File: config.mk
export PLATFORM = sky130hd
export DESIGN_NAME = dlx_instr_encoder
export DESIGN_NICKNAME = d
export VERILOG_FILES = /design/src/rtl/dlx_isa_pkg.sv /design/src/rtl/dlx_field_pack.sv /design/src/rtl/dlx_instr_encoder.sv
export SDC_FILE = /design/constraint.sdc
export NUM_CORES = 1
export LEC_CHECK = 0
export ABC_AREA = 1
export BUFFER_PORTS_ARGS = -buffer_cell sky130_fd_sc_hd__clkbuf_2
export CORE_MARGIN = 2
export CORE_UTILIZATION = 35
export CTS_BUF_LIST = sky130_fd_sc_hd__clkbuf_8 sky130_fd_sc_hd__clkbuf_16
export CTS_CLUSTER_SIZE = 20
export DETAILED_ROUTE_END_ITERATION = 8
export PLACE_DENSITY_LB_ADDON = 0.25
export SLEW_MARGIN = 30
export SYNTH_ARGS = -nofsm -noshare
export SYNTH_HDL_FRONTEND = slang
export SYNTH_SLANG_ARGS = --single-unit
File: constraint.sdc
create_clock -name clk -period 1.8 [get_ports clk]
set_input_delay 0.18 -clock clk [delete_from_list [all_inputs] [get_ports clk]]
set_output_delay 0.18 -clock clk [all_outputs]
set_load 0.05 [all_outputs]
File: src/rtl/dlx_isa_pkg.sv
`default_nettype none
// +----------------------------------------------------------------------+
// | Package : dlx_isa_pkg                                                |
// | Brief   : DLX instruction formats, opcodes, function codes, field    |
// |           bit positions and legality helpers shared by the encoder   |
// |           and the control decoder.                                   |
// | Rev     : 1.0  initial release                                       |
// +----------------------------------------------------------------------+
package dlx_isa_pkg;

  // Instruction format carried alongside a field bundle
  typedef enum logic [1:0] {
    FMT_R   = 2'd0,
    FMT_I   = 2'd1,
    FMT_J   = 2'd2,
    FMT_BAD = 2'd3
  } fmt_e;

  // Field widths and bit positions (LSB of each field)
  localparam int REG_W      = 5;
  localparam int OPC_W      = 6;
  localparam int OPC_LSB    = 26;
  localparam int R_RS2_LSB  = 21;
  localparam int R_RS1_LSB  = 16;
  localparam int R_RD_LSB   = 11;
  localparam int R_FN_W     = 11;
  localparam int I_RS1_LSB  = 21;
  localparam int I_RD_LSB   = 16;
  localparam int I_IMM_W    = 16;
  localparam int J_TGT_W    = 26;

  // Primary opcodes
  localparam logic [5:0] OP_SPECIAL = 6'd0;
  localparam logic [5:0] OP_J       = 6'd2;
  localparam logic [5:0] OP_JAL     = 6'd3;
  localparam logic [5:0] OP_BEQZ    = 6'd4;
  localparam logic [5:0] OP_BNEZ    = 6'd5;
  localparam logic [5:0] OP_ADDI    = 6'd8;
  localparam logic [5:0] OP_LW      = 6'd35;
  localparam logic [5:0] OP_SW      = 6'd43;

  // R-format function codes
  localparam logic [10:0] FN_SLL = 11'd4;
  localparam logic [10:0] FN_NOP = 11'd21;
  localparam logic [10:0] FN_ADD = 11'd32;
  localparam logic [10:0] FN_SUB = 11'd34;
  localparam logic [10:0] FN_AND = 11'd36;
  localparam logic [10:0] FN_OR  = 11'd37;

  // Function codes the datapath implements
  function automatic logic fn_legal(input logic [10:0] fn);
    case (fn) inside
      11'd4, 11'd6, 11'd7, 11'd14, 11'd21, 11'd22,
      [11'd32:11'd38], [11'd40:11'd45], 11'd52, 11'd53: fn_legal = 1'b1;
      default:                                          fn_legal = 1'b0;
    endcase
  endfunction

  // I-format opcodes the datapath implements
  function automatic logic iop_legal(input logic [5:0] op);
    case (op) inside
      6'd4, 6'd5, [6'd8:6'd15], 6'd20, [6'd22:6'd29],
      6'd32, 6'd33, [6'd35:6'd37], 6'd40, 6'd41, 6'd43: iop_legal = 1'b1;
      default:                                         iop_legal = 1'b0;
    endcase
  endfunction

endpackage
`default_nettype wire

File: src/rtl/dlx_field_pack.sv
`default_nettype none
// +----------------------------------------------------------------------+
// | Module : dlx_field_pack                                              |
// | Brief  : Combinational packer turning decoded fields into a 32-bit   |
// |          DLX word, plus a legality flag. Legality checking is only   |
// |          built when DLX_ENCODER_CHECK_EN is defined.                 |
// | Rev    : 1.0  initial release                                        |
// +----------------------------------------------------------------------+
module dlx_field_pack
  import dlx_isa_pkg::*;
(
  input  logic [1:0]  fmt,
  input  logic [10:0] op,
  input  logic [4:0]  rd,
  input  logic [4:0]  rs1,
  input  logic [4:0]  rs2,
  input  logic [25:0] imm,
  output logic [31:0] word,
  output logic        legal
);

  // Field packing: exact inverse of the control decoder's slicing
  always_comb begin
    word = '0;
    case (fmt)
      FMT_R:   word = {OP_SPECIAL, rs2, rs1, rd, op};
      FMT_I:   word = {op[OPC_W-1:0], rs1, rd, imm[I_IMM_W-1:0]};
      FMT_J:   word = {op[OPC_W-1:0], imm};
      default: word = '0;
    endcase
  end

`ifdef DLX_ENCODER_CHECK_EN
  // Reject illegal formats, unimplemented codes and oversized I immediates
  always_comb begin
    legal = 1'b0;
    case (fmt)
      FMT_R:   legal = fn_legal(op);
      FMT_I:   legal = iop_legal(op[OPC_W-1:0]) && (imm[25:I_IMM_W] == '0);
      FMT_J:   legal = (op[OPC_W-1:0] == OP_J) || (op[OPC_W-1:0] == OP_JAL);
      default: legal = 1'b0;
    endcase
  end
`else
  // Unchecked build: nothing is dropped; an illegal format packs as a zero word
  always_comb begin
    legal = 1'b1;
  end
`endif

endmodule
`default_nettype wire

File: src/rtl/dlx_instr_encoder.sv
`default_nettype none
// +----------------------------------------------------------------------+
// | Module : dlx_instr_encoder                                           |
// | Brief  : Streaming DLX instruction encoder and instruction-memory    |
// |          loader. Accepts field bundles over valid/ready, packs them  |
// |          and writes them to consecutive word addresses through a     |
// |          one-entry output register.                                  |
// | Config : DLX_ENCODER_CHECK_EN enables bundle legality checking.      |
// | Rev    : 1.0  initial release                                        |
// +----------------------------------------------------------------------+
module dlx_instr_encoder
  import dlx_isa_pkg::*;
#(
  parameter int ADDR_W = 10
) (
  input  logic              clk,
  input  logic              reset,
  input  logic              start,
  input  logic [ADDR_W-1:0] base_addr,
  input  logic              in_valid,
  output logic              in_ready,
  input  logic [1:0]        in_fmt,
  input  logic [10:0]       in_op,
  input  logic [4:0]        in_rd,
  input  logic [4:0]        in_rs1,
  input  logic [4:0]        in_rs2,
  input  logic [25:0]       in_imm,
  input  logic              in_last,
  output logic              imem_we,
  input  logic              imem_ready,
  output logic [ADDR_W-1:0] imem_addr,
  output logic [31:0]       imem_wdata,
  output logic              busy,
  output logic              done,
  output logic [ADDR_W:0]   word_count,
  output logic              err
);

  typedef enum logic [1:0] {
    ST_IDLE  = 2'd0,
    ST_RUN   = 2'd1,
    ST_DRAIN = 2'd2
  } state_e;

  state_e            state_q, state_d;
  logic              full_q, full_d;
  logic [ADDR_W-1:0] addr_q, addr_d;
  logic [31:0]       wdata_q, wdata_d;
  logic [ADDR_W:0]   count_q, count_d;
  logic              done_q, done_d;
  logic              err_q, err_d;

  logic [31:0]       pk_word;
  logic              pk_legal;
  logic              accept;
  logic              write;

  dlx_field_pack u_pack (
    .fmt   (in_fmt),
    .op    (in_op),
    .rd    (in_rd),
    .rs1   (in_rs1),
    .rs2   (in_rs2),
    .imm   (in_imm),
    .word  (pk_word),
    .legal (pk_legal)
  );

  // Handshakes: a write frees the output register in the same cycle it can refill
  always_comb begin
    in_ready = (state_q == ST_RUN) && (!full_q || imem_ready);
    accept   = in_valid && in_ready;
    write    = full_q && imem_ready;
  end

  // Next-state logic for the FSM, output register and counters
  always_comb begin
    state_d = state_q;
    full_d  = full_q;
    addr_d  = addr_q;
    wdata_d = wdata_q;
    count_d = count_q;
    done_d  = 1'b0;
    err_d   = 1'b0;

    if (write) begin
      full_d  = 1'b0;
      addr_d  = addr_q + 1'b1;
      count_d = count_q + 1'b1;
    end

    case (state_q)
      ST_IDLE: begin
        if (start) begin
          state_d = ST_RUN;
          addr_d  = base_addr;
          count_d = '0;
          full_d  = 1'b0;
        end
      end
      ST_RUN: begin
        if (accept) begin
          if (pk_legal) begin
            full_d  = 1'b1;
            wdata_d = pk_word;
          end else begin
            err_d = 1'b1;
          end
          if (in_last) begin
            state_d = ST_DRAIN;
          end
        end
      end
      ST_DRAIN: begin
        // Finish on the cycle the last word leaves so done follows the write directly
        if (!full_q || write) begin
          done_d  = 1'b1;
          state_d = ST_IDLE;
        end
      end
      default: state_d = ST_IDLE;
    endcase
  end

  // State registers; reset discards any pending word
  always_ff @(posedge clk or posedge reset) begin
    if (reset) begin
      state_q <= ST_IDLE;
      full_q  <= 1'b0;
      addr_q  <= '0;
      wdata_q <= '0;
      count_q <= '0;
      done_q  <= 1'b0;
      err_q   <= 1'b0;
    end else begin
      state_q <= state_d;
      full_q  <= full_d;
      addr_q  <= addr_d;
      wdata_q <= wdata_d;
      count_q <= count_d;
      done_q  <= done_d;
      err_q   <= err_d;
    end
  end

  // Registered outputs
  always_comb begin
    imem_we    = full_q;
    imem_addr  = addr_q;
    imem_wdata = wdata_q;
    busy       = (state_q == ST_RUN) || (state_q == ST_DRAIN);
    done       = done_q;
    word_count = count_q;
    err        = err_q;
  end

endmodule
`default_nettype wire
Word-level counts from Yosys, hierarchy flattened:

Index checks and enable logic that the tools add are counted.

* add/subtract/negate cells: 2
* equality and inequality tests: 8
* mux-type cells: 18
* reductions and logical operators: 11

Operators with widths (count)
* $pmux 32 s3: 1
* $mux 11: 3
* $mux 10: 3
* $add 11x1->11 const B: 1
* $add 10x1->10 const B: 1
* $mux 2: 4
* $ne 2x2->1 const B: 4
* $pmux 2 s3: 1
* $mux 1: 5
* $eq 2x1->1 const B: 2
* $eq 2x2->1 const B: 2
* $logic_not 2->1: 2
* $reduce_and 4->1: 1
* $logic_and 1x1->1: 3
* $logic_or 1x1->1: 3
* $pmux 1 s2: 1
* $reduce_and 2->1: 1
* $logic_not 1->1: 1

* register bits: 57
* input bits: 70
* logic and storage cells: 45

Depth between registers and ports, before layout:

Gate-level depths: netlist (run 1).

* word-level depth: 6
* gate-level depth with buffers: 9

By module:

Synthesis (run 1) repeated with hierarchy kept, for this count alone.

* cell total of the unflattened synthesis: 454
* area total of the unflattened synthesis: 3532.1 µm²

Modules (own cells, without submodules)
* dlx_instr_encoder: times used 1, cells an instance 318, area each 2854.0 µm²
* dlx_field_pack: times used 1, cells an instance 136, area each 678.2 µm²

Worst setup path before layout (run 1):

No wires, ideal clock.

* kind: reg-to-output
* start: register full_q (netlist: imem_we)
* end: output port in_ready
* data arrival time: 1.517 ns
* path slack: 0.103 ns
* stages on the path, launching flop included: 4
* path through: dfrtp_1 -> nand2_1 -> inv_1 -> nor2_1

* longest elaborated chain between the ends: 3

Ends and longest elaborated chain
* start: declaration: line dlx_instr_encoder.sv:46 `logic full_q, full_d;`
* start signal: assignment: line dlx_instr_encoder.sv:137 `full_q <= full_d;`
* $logic_not 1->1: line dlx_instr_encoder.sv:71 `in_ready = (state_q == ST_RUN) && (!full_q || imem_ready);`
* $logic_or 1x1->1: line dlx_instr_encoder.sv:71
* $logic_and 1x1->1: line dlx_instr_encoder.sv:71
* end: declaration: line dlx_instr_encoder.sv:21 `output logic in_ready,`

Every way passes these cells.

Worst setup path in the final report (run 1):

* start: register state_q[1]
* end: output port in_ready

* longest elaborated chain between the ends: 2

Ends and longest elaborated chain
* start: declaration: line dlx_instr_encoder.sv:45 `state_e state_q, state_d;`
* start signal: assignment: line dlx_instr_encoder.sv:136 `state_q <= state_d;`
* $eq 2x1->1: line dlx_instr_encoder.sv:71
* $logic_and 1x1->1: line dlx_instr_encoder.sv:71

Every way passes these cells.

==> flow_metrics.tcl, run 1 <==
set metrics [dict create \
    status "complete, no violations" \
    gr-total-overflow 0 \
    p_leak_nw 2.22 \
    synth_compound_area_share_pct 15.0 \
    grt_pass1_vias 2837 \
    fmax_mhz 594 \
    synth_edf_count 0 \
    synthMuxAreaShare_pct 0 \
    rsz0062_at_grt "no" \
    ys_ff_latch 57 \
    synth_top_area_share_pct 47.3 \
    rows 33 \
    wl_per_cell_um 13.0 \
    fin_crit_sh_pct 93.5 \
    drive_gt1_share_pct 35.5 \
    n_antenna_cell 0 \
    finalWorstSetupSlack_ns 0.117 \
    drc 0 \
    clock_skew_ns 0.0109 \
    antenna_found_initial 0 \
    viasPerCell 4.71 \
    fin_nets 572 \
    cts_setup_buffers 0 \
    worst_ep_required_time_ns 1.62 \
    synth-adder-area-share_pct 2.49 \
    synthFlopType "dfrtp_1" \
    end_kind "output pin" \
    drv_cap 0 \
    die_w_um 96.8 \
    syn_inst 363 \
    core-area_mm2 0.00830 \
    synth-xor-area-share_pct 2.03 \
    period_needed_ns 1.68 \
    critical_path_class "reg -> out" \
    path_max_fanout 4 \
    cts_buffers 9 \
    finalSetupViolations 0 \
    grt_max_degree 27 \
    vias 2854 \
    syn_avg_cell_area_um2 8.30 \
    max-clock-path-buffers 2 \
    synthArstFlopShare_pct 100 \
    slew_violations 0 \
    multi_input_area_mm2 0.00137 \
    synth.area.top_cells "dfrtp_1 (47%), nand2_1 (15%), o21ai_1 (4.8%)" \
    drtIter0Drc 91 \
    vdd_drop_max_uv 831 \
    cts-root-buf "clkbuf_8" \
    gp_congestion 0.795 \
    worstHoldPathType "in -> reg" \
    cts_tree "done" \
    crit_top_cell "inv_1" \
    critPathLaunchType "register" \
    synth_top_family_by_area "simple AND/OR/NAND/NOR gates" \
    grt_use_total_pct 17.4 \
    tightest_slew_ns 0.508 \
    wl_um 7870 \
    worst-path-buf-inv 3 \
    die_h_um 96.8 \
    cp_cell_sequence "inv_1 > ha_1 > inv_1 > nor2_1 > clkbuf_4" \
    start_util_pct 36.3 \
    dpl-instance-area_mm2 0.00376 \
    synth_nets 439 \
    worst_skew_pair.late_latency_ns 0.34 \
    powerDensity_mw_per_mm2 1820 \
    htree_levels 3 \
    final_area_mm2 0.00399 \
    ff_latch_area_mm2 0.00143 \
    yosys.area_share.simple_pct 25.7 \
    hpwl_um 5950 \
    cpPeakStageDelay_ns 0.39 \
    hold_viol 0 \
    drt.antenna.violating_nets 0 \
    synth_area_leader_cell "dfrtp_1" \
    path_clk_slew_ns 0.07 \
    synth-warning-count 0 \
    tns_ns 0 \
    slowest_stage "dfrtp_1" \
    grt_first_pass_wirelength_um 13300 \
    first_pass_iters 4 \
    die_area_mm2 0.00937 \
    synth_area_mm2 0.00301 \
    relSlewSlack_pct 66.1 \
    place_ws_ns 0.169 \
    n_fill_cell 809 \
    worstPathArrival_ns 1.50 \
    io_pins 128 \
    path_delay_family "buffers and inverters" \
    synth.distinct_cells 31 \
    areaGrowthSynthToFinish_pct 32.4 \
    cts.sinks 57 \
    io_buffers 126 \
    ys_seq_area_share_pct 47.3 \
]
-- cell usage after synthesis (4+ instances only) --
cell	number
inv_1	31
dfrtp_1	57
nand4_1	4
a22oi_1	6
nor2_4	4
ha_1	6
nand2_1	119
inv_2	4
nand3_1	19
nor2_1	15
a22oi_2	10
buf_2	6
o21ai_0	7
o21ai_1	29
a21oi_1	15
xnor2_1	5
-- layout by cell type (no fill, tap or decap), types with 5 or more instances in the layout --
cell type	n
clkbuf_2	125
nand2_1	119
dfrtp_1	57
inv_1	31
o21ai_1	29
nand3_1	19
nor2_1	15
a21oi_1	15
a22oi_2	10
clkbuf_8	10
o21ai_0	7
buf_4	7
a22oi_1	6
ha_1	6
inv_2	5
xnor2_1	5
-- layout make-up --
class                      count  area share, %
clock buffer                  10           3.45
clock inverter                 6           2.07
inverter                      35           3.29
multi-input combinational    258           34.2
sequential                    57           35.7
tap                          105           3.29
timing repair buffer         135           17.9
-- worst paths after layout --
| path | from | to | slack (ns) | cells after the start |
|---|---|---|---|---|
| worst max-delay path | state_q[1]$_DFFE_PP0P_ | in_ready | 0.12 | 5 |
| worst min-delay path | base_addr[6] | imem_addr[6]$_DFF_PP0_ | 0.05 | 3 |
| worst max register to register | state_q[1]$_DFFE_PP0P_ | imem_wdata[15]$_DFFE_PP0P_ | 0.19 | 6 |
| worst min register to register | imem_wdata[29]$_DFFE_PP0P_ | imem_wdata[29]$_DFFE_PP0P_ | 0.49 | 2 |
| max in group asynchronous | reset | imem_wdata[20]$_DFFE_PP0P_ | 0.96 | 4 |
| min in group asynchronous | reset | imem_wdata[6]$_DFFE_PP0P_ | 0.33 | 3 |
-- per-stage QoR --
step           power [mW]  std cells  utilization [%]  hold slack (ns)
4_1_cts              7.31        606             48.1           0.0346
5_1_grt              7.69        606             48.1           0.0619
3_5_place_dp         5.96        589             45.3            0.144
6_report             7.25        606             48.1           0.0463
3_3_place_gp         5.89        589             45.3            0.143
2_1_floorplan        5.01        363                -            0.297
-- report_power, final --
group	leakage, nW	total [mW]	switching (mW)	internal (mW)
Clock	0.117	1.33	0.521	0.810
Sequential	0.733	2.19	0.404	1.79
Combinational	1.37	3.72	2.84	0.882
Total	2.22	7.25	3.77	3.48
-- worst min-delay path: stages --
cell      delay (ns)
clkbuf_2        0.07
nand2_1         0.04
nand2_1         0.05
-- kinds of logic after synthesis --
kind of cell               Yosys count
DFF                                 57
adders and majority gates            6
buffers and inverters               48
other                                1
and+or+nand+nor                    173
xor gates and xnor gates             7
AOI/OAI and AO/OA                   71
-- routing by layer --
metal	vias up	global-route usage [%]	routed length [um]
met5	-	0	0
met2	104	28.2	3680
li1	1437	-	-
met1	1302	22.4	3510
met4	0	7.15	137
met3	11	4.19	539
-- registers in the layout (all words and copies together), names as in the netlist --
register	cells
done	1
imem_wdata	32
imem_addr	10
word_count	11
state_q	2
imem_we	1
-- what timing repair did --
action                                  in CTS  in global routing
hold endpoints to repair                    12                  0
hold buffers                                 1                  0
endpoints found under the setup margin       0                  1
gates resized for setup                      0                  2
Power figures use the tool's default switching activity.
==> run 2: changes to the inputs <==
PLACE_DENSITY_LB_ADDON = unset   (was 0.25)
==> run 2 against run 1 <==
Effect of this change:
- cell count shrank 0.33%
- critical path depth rose by 1
- global-route usage decreased by 0.36 points
- design area increased by 0.38%
- critical path type unchanged
- critical endpoint unchanged
- largest power group unchanged
==> flow_metrics.tcl, run 2 (synthesis results as in run 1) <==
set metrics [dict create \
    fin_crit_sh_pct 94.0 \
    htree_levels 3 \
    setup.reg_to_reg.worst_slack_ns 0.25 \
    die_area_mm2 0.00937 \
    p_int_mw 3.49 \
    n_antenna_cell 0 \
    worstPathArrival_ns 1.51 \
    vdd_drop_max_uv 775 \
    tns_ns 0 \
    clock_skew_ns 0.00753 \
    finalWorstSetupSlack_ns 0.107 \
    fin_nets 570 \
    drive_gt1_share_pct 35.9 \
    critPathLaunchType "register" \
    io_buffers 126 \
    start_util_pct 36.3 \
    switching_power_mw 3.78 \
    slew_violations 0 \
    critical_path_class "reg -> out" \
    combPwrFrac_pct 51.8 \
    power.share.clock_pct 18.2 \
    wl_um 7730 \
    cts_buffers 9 \
    drc 0 \
    hpwl_um 5840 \
    tightest_slew_ns 0.601 \
    grt_max_degree 33 \
    worstReg2RegStart "state_q[1]$_DFFE_PP0P_" \
    wl_per_cell_um 12.8 \
    hold_slack_ns 0.0477 \
    hold_path_end "imem_addr[6]$_DFF_PP0_" \
    path_max_fanout 3 \
    worstHoldPathType "in -> reg" \
    end_kind "output pin" \
    seqPwrFrac_pct 30.0 \
    holdPathStages 3 \
    drv_cap 0 \
    final_common_cell "clkbuf_2" \
    met3_length_um 541 \
    dr.max_layer_used "met4" \
    rsz0062_at_grt "no" \
    gr-total-overflow 0 \
    relSlewSlack_pct 59.9 \
    path_clk_slew_ns 0.07 \
    die_h_um 96.8 \
    finalSetupViolations 0 \
    max-clock-path-buffers 2 \
    final_cell_mix "clkbuf_2 (125), nand2_1 (119), dfrtp_1 (57)" \
    worst_ep_required_time_ns 1.62 \
    drtIter0Drc 93 \
    worst_skew_pair.late_latency_ns 0.34 \
    vias 2851 \
    grt_pass1_vias 2805 \
    place_ws_ns 0.185 \
    die_w_um 96.8 \
    switching_share_pct 52.0 \
    antenna_found_initial 0 \
    cts_tree "done" \
    fmax_mhz 591 \
    powerDensity_mw_per_mm2 1810 \
    drt.antenna.violating_nets 0 \
    grt_first_pass_wirelength_um 13100 \
    m1WireLength_um 3570 \
    timing.rr.end "imem_wdata[26]$_DFFE_PP0P_" \
    core-area_mm2 0.00830 \
    cts-root-buf "clkbuf_8" \
    gp_congestion 0.801 \
    worstRegToRegCells 6 \
    cts_setup_buffers 0 \
    final_area_mm2 0.00401 \
    grt_use_total_pct 17.0 \
    hold_viol 0 \
    wl_met2_um 3480 \
    areaGrowthSynthToFinish_pct 32.9 \
    power_mw 7.26 \
    hold_start "base_addr[6]" \
    period_needed_ns 1.69 \
    p_leak_nw 2.22 \
    largest_reg_flops 32 \
    rows 33 \
    cts.sinks 57 \
    first_pass_iters 4 \
    status "complete, no violations" \
    dpl-instance-area_mm2 0.00377 \
    io_pins 128 \
    viasPerCell 4.72 \
]
run 2: cell types whose count changed in the layout (fill, tap and decap cells not counted), sizes merged:
cell	change
clkinv	+1
inv	-1
buf	-1
clkinvlp	+1
clkbuf	-2
run 2: how the worst max path moves through the flow:
stage / from / end / slack, ns / cells past startpoint
floorplan: imem_we$_DFF_PP0_ / in_ready / 0.10 / 3
global placement: state_q[1]$_DFFE_PP0P_ / state_q[1]$_DFFE_PP0P_ / 0.29 / 7
detailed placement: state_q[1]$_DFFE_PP0P_ / imem_wdata[26]$_DFFE_PP0P_ / 0.18 / 6
CTS: state_q[1]$_DFFE_PP0P_ / in_ready / 0.001 / 6
global route: state_q[1]$_DFFE_PP0P_ / in_ready / 0.02 / 6
finish: state_q[1]$_DFFE_PP0P_ / in_ready / 0.11 / 6
run 2: stage by stage:
| stage | util, % | cells |
|---|---|---|
| after floorplan | - | 363 |
| after detailed placement | 45.4 | 587 |
| after global routing | 48.3 | 604 |
| after global placement | 45.4 | 587 |
| final | 48.3 | 604 |
| after CTS | 48.2 | 604 |
run 2: timing repair:
item / 4_1_cts / 5_1_grt
resized for setup: 1 / 4
setup endpoints to repair: 1 / 1
hold buffers: 1 / 0
hold endpoints to repair: 25 / 0
run 2: area by class of cell:
type | instances | area (um2)
Inverter | 35 | 131
Fill cell | 829 | 4290
Tap cell | 105 | 131
Clock inverter | 7 | 95.1
Timing Repair Buffer | 133 | 729
Multi-Input combinational cell | 258 | 1370
Clock buffer | 9 | 124
Sequential cell | 57 | 1430
run 2: power groups by stage:
stage          clock (mW)  sequential (mW)  combinational [mW]
6_report             1.32             2.18                3.76
5_1_grt              1.42             2.26                4.05
4_1_cts              1.36             2.18                3.79
3_5_place_dp            0             2.19                3.79
3_3_place_gp            0             2.20                3.74
2_1_floorplan           0             3.81                1.20
run 2: per-layer routing:
| metal | track usage, % | vias to the layer above |
|---|---|---|
| li1 | - | 1437 |
| met1 | 22.1 | 1296 |
| met2 | 27.2 | 109 |
| met3 | 4.34 | 9 |
| met4 | 6.83 | 0 |
| met5 | 0 | - |
run 2: critical path: stages, from the launching register on:
cell	delay (ns)
dfrtp_1	0.40
inv_2	0.08
ha_2	0.18
buf_4	0.12
inv_1	0.06
nor2_1	0.15
buf_6	0.18
==> run 3: changes to the inputs <==
--- a/config.mk
+++ b/config.mk
@@ -10,3 +10,3 @@
 export CORE_MARGIN = 2
-export CORE_UTILIZATION = 35
+export CORE_UTILIZATION = 43
 export CTS_BUF_LIST = sky130_fd_sc_hd__clkbuf_8 sky130_fd_sc_hd__clkbuf_16
@@ -14,2 +14,3 @@
 export DETAILED_ROUTE_END_ITERATION = 8
+export PLACE_DENSITY = 0.76
 export SLEW_MARGIN = 30
==> constraint.sdc (replaced) <==
create_clock -name clk -period 1.4 [get_ports clk]
set_input_delay 0.14 -clock clk [delete_from_list [all_inputs] [get_ports clk]]
set_output_delay 0.14 -clock clk [all_outputs]
set_load 0.02 [all_outputs]
==> run 3 against run 2 <==
Effect of this change:
- clock power about the same
- hold slack lost 0.015 ns
- sequential power up 27%
- total power up 10%
- cell count up 0.99%
- sequential cell count stayed put
- combinational power rose by 3%
- wire length increased by 1.4%
- critical path type is now reg -> reg
- highest routed layer unchanged
==> flow_metrics.tcl, run 3 (synthesis results as in run 1) <==
set metrics [dict create \
    first_pass_iters 4 \
    powerDensity_mw_per_mm2 1920 \
    worstRegToRegCells 8 \
    fin_nets 587 \
    worst_ep_required_time_ns 1.61 \
    hold_start "base_addr[5]" \
    drt.antenna.violating_nets 0 \
    final_cell_mix "clkbuf_2 (124), nand2_1 (113), dfrtp_1 (55)" \
    critPathLaunchType "register" \
    vias 2931 \
    switching_power_mw 3.47 \
    clock_skew_ns 0.00907 \
    worstPathArrival_ns 1.61 \
    rows 30 \
    gr-total-overflow 0 \
    hold_slack_ns 0.0329 \
    hpwl_um 5740 \
    die_area_mm2 0.00770 \
    cts_tree "done" \
    grt_pass1_vias 2668 \
    max-clock-path-buffers 2 \
    wl_um 7830 \
    drive_gt1_share_pct 40.7 \
    cpPeakStageDelay_ns 0.37 \
    path_clk_slew_ns 0.07 \
    gp_congestion 0.822 \
    path_max_fanout 8 \
    power.share.clock_pct 16.7 \
    finalWorstSetupSlack_ns 0.000134 \
    cts_buffers 9 \
    status "complete, no violations" \
    place_ws_ns -0.0151 \
    cp_cell_sequence "inv_2 > buf_6 > ha_4 > nand2_4 > clkinvlp_4 > buf_6 > nand2_2 > o21ai_2" \
    rsz0062_at_grt "yes" \
    fmax_mhz 714 \
    antenna_found_initial 0 \
    holdPathStages 3 \
    die_h_um 87.7 \
    grt_first_pass_wirelength_um 12000 \
    worstHoldPathType "in -> reg" \
    final_common_cell "clkbuf_2" \
    finalSetupViolations 0 \
    areaGrowthSynthToFinish_pct 38.1 \
    path_delay_family "buffers and inverters" \
    core-area_mm2 0.00679 \
    end_kind "register" \
    drtIter0Drc 92 \
    p_int_mw 4.53 \
    drv_cap 0 \
    worst-path-buf-inv 4 \
    vdd_drop_max_uv 1170 \
    period_needed_ns 1.40 \
    switching_share_pct 43.4 \
    start_util_pct 44.4 \
    cts-root-buf "clkbuf_8" \
    htree_levels 3 \
    power_mw 7.99 \
    slew_violations 0 \
    io_buffers 126 \
    hold_path_end "imem_addr[5]$_DFF_PP0_" \
    io_pins 128 \
    largest_reg_flops 32 \
    grt_use_total_pct 20.5 \
    combPwrFrac_pct 48.6 \
    n_antenna_cell 0 \
    critical_path_class "reg -> reg" \
    wl_per_cell_um 12.8 \
    seqPwrFrac_pct 34.7 \
    worstReg2RegStart "state_q[1]$_DFFE_PP0P_" \
    slowest_stage "dfrtp_1" \
    setup.reg_to_reg.worst_slack_ns 0.0001 \
    grt_max_degree 58 \
    hold_viol 0 \
    viasPerCell 4.80 \
    die_w_um 87.7 \
    cts.sinks 57 \
    fin_crit_sh_pct 100 \
    worst_skew_pair.late_latency_ns 0.33 \
    drc 0 \
    p_leak_nw 2.28 \
    timing.rr.end "imem_addr[3]$_DFF_PP0_" \
    crit_top_cell "buf_6" \
]
==> run 3: changes by cell type in the layout (fill, tap and decap cells not counted), moves of 4 or more <==
| cell | previous run | this run |
|---|---|---|
| buf_4 | 3 | 15 |
| buf_6 | 1 | 6 |
| inv_1 | 29 | 25 |
| nand2_1 | 119 | 113 |
| nand2_2 | 2 | 7 |
==> run 3: final cells by class <==
class | instances | area (um2)
multi-input combinational | 258 | 1430
tap | 96 | 120
clock buffer | 11 | 151
fill | 600 | 2630
clock inverter | 3 | 17.5
sequential | 57 | 1430
inverter | 35 | 139
timing repair buffer | 150 | 871
==> run 3: what timing repair did <==
action	CTS	global route
hold buffers	2	0
setup buffers	4	6
endpoints found under the setup margin	13	50
resized for setup	11	26
endpoints found under the hold margin	58	0
pin swaps	2	2
==> run 3: worst max-delay path by stage <==
stage | depth (start not counted) | slack (ns) | start | to
final | 8 | 0.0001 | state_q[1]$_DFFE_PP0P_ | imem_addr[3]$_DFF_PP0_
after global routing | 8 | -0.05 | state_q[1]$_DFFE_PP0P_ | imem_addr[3]$_DFF_PP0_
after CTS | 4 | -0.02 | state_q[1]$_DFFE_PP0P_ | busy
after detailed placement | 6 | -0.02 | state_q[0]$_DFFE_PP0P_ | word_count[2]$_DFF_PP0_
after global placement | 6 | 0.06 | state_q[0]$_DFFE_PP0P_ | word_count[2]$_DFF_PP0_
after floorplan | 7 | 0.06 | imem_addr[0]$_DFF_PP0_ | imem_addr[6]$_DFF_PP0_
==> run 3: worst reg2reg max path: stages (launching register included) <==
cell and delay, ns:
dfrtp_1 0.37, inv_2 0.07, buf_6 0.12, ha_4 0.16
nand2_4 0.07, clkinvlp_4 0.18, buf_6 0.19, nand2_2 0.06
o21ai_2 0.06
==> run 3: through the flow <==
stage	utilization, %	instances	area [um2]	TNS, ns
finish	61.3	610	4160	0
global route	61.3	610	4160	-0.282
CTS	59.5	604	4040	-0.0490
detailed placement	55.7	584	3780	-0.0184
global placement	55.7	584	3780	0
floorplan	-	363	3020	0
==> run 3: power by group through the flow <==
stage	clock network [mW]	logic, mW	registers (mW)
after floorplan	0	1.44	3.50
after global placement	0	3.32	2.77
after detailed placement	0	3.42	2.79
after CTS	1.38	3.63	2.77
after global routing	1.45	4.23	2.84
final	1.34	3.88	2.77
==> run 3: metal layers <==
metal / up-vias / part of all wire [%] / global-route usage, %
li1: 1469 / - / -
met1: 1332 / 42 / 24.2
met2: 119 / 49 / 34.9
met3: 11 / 7.3 / 5.66
met4: 0 / 1.7 / 8.81
met5: - / 0 / 0
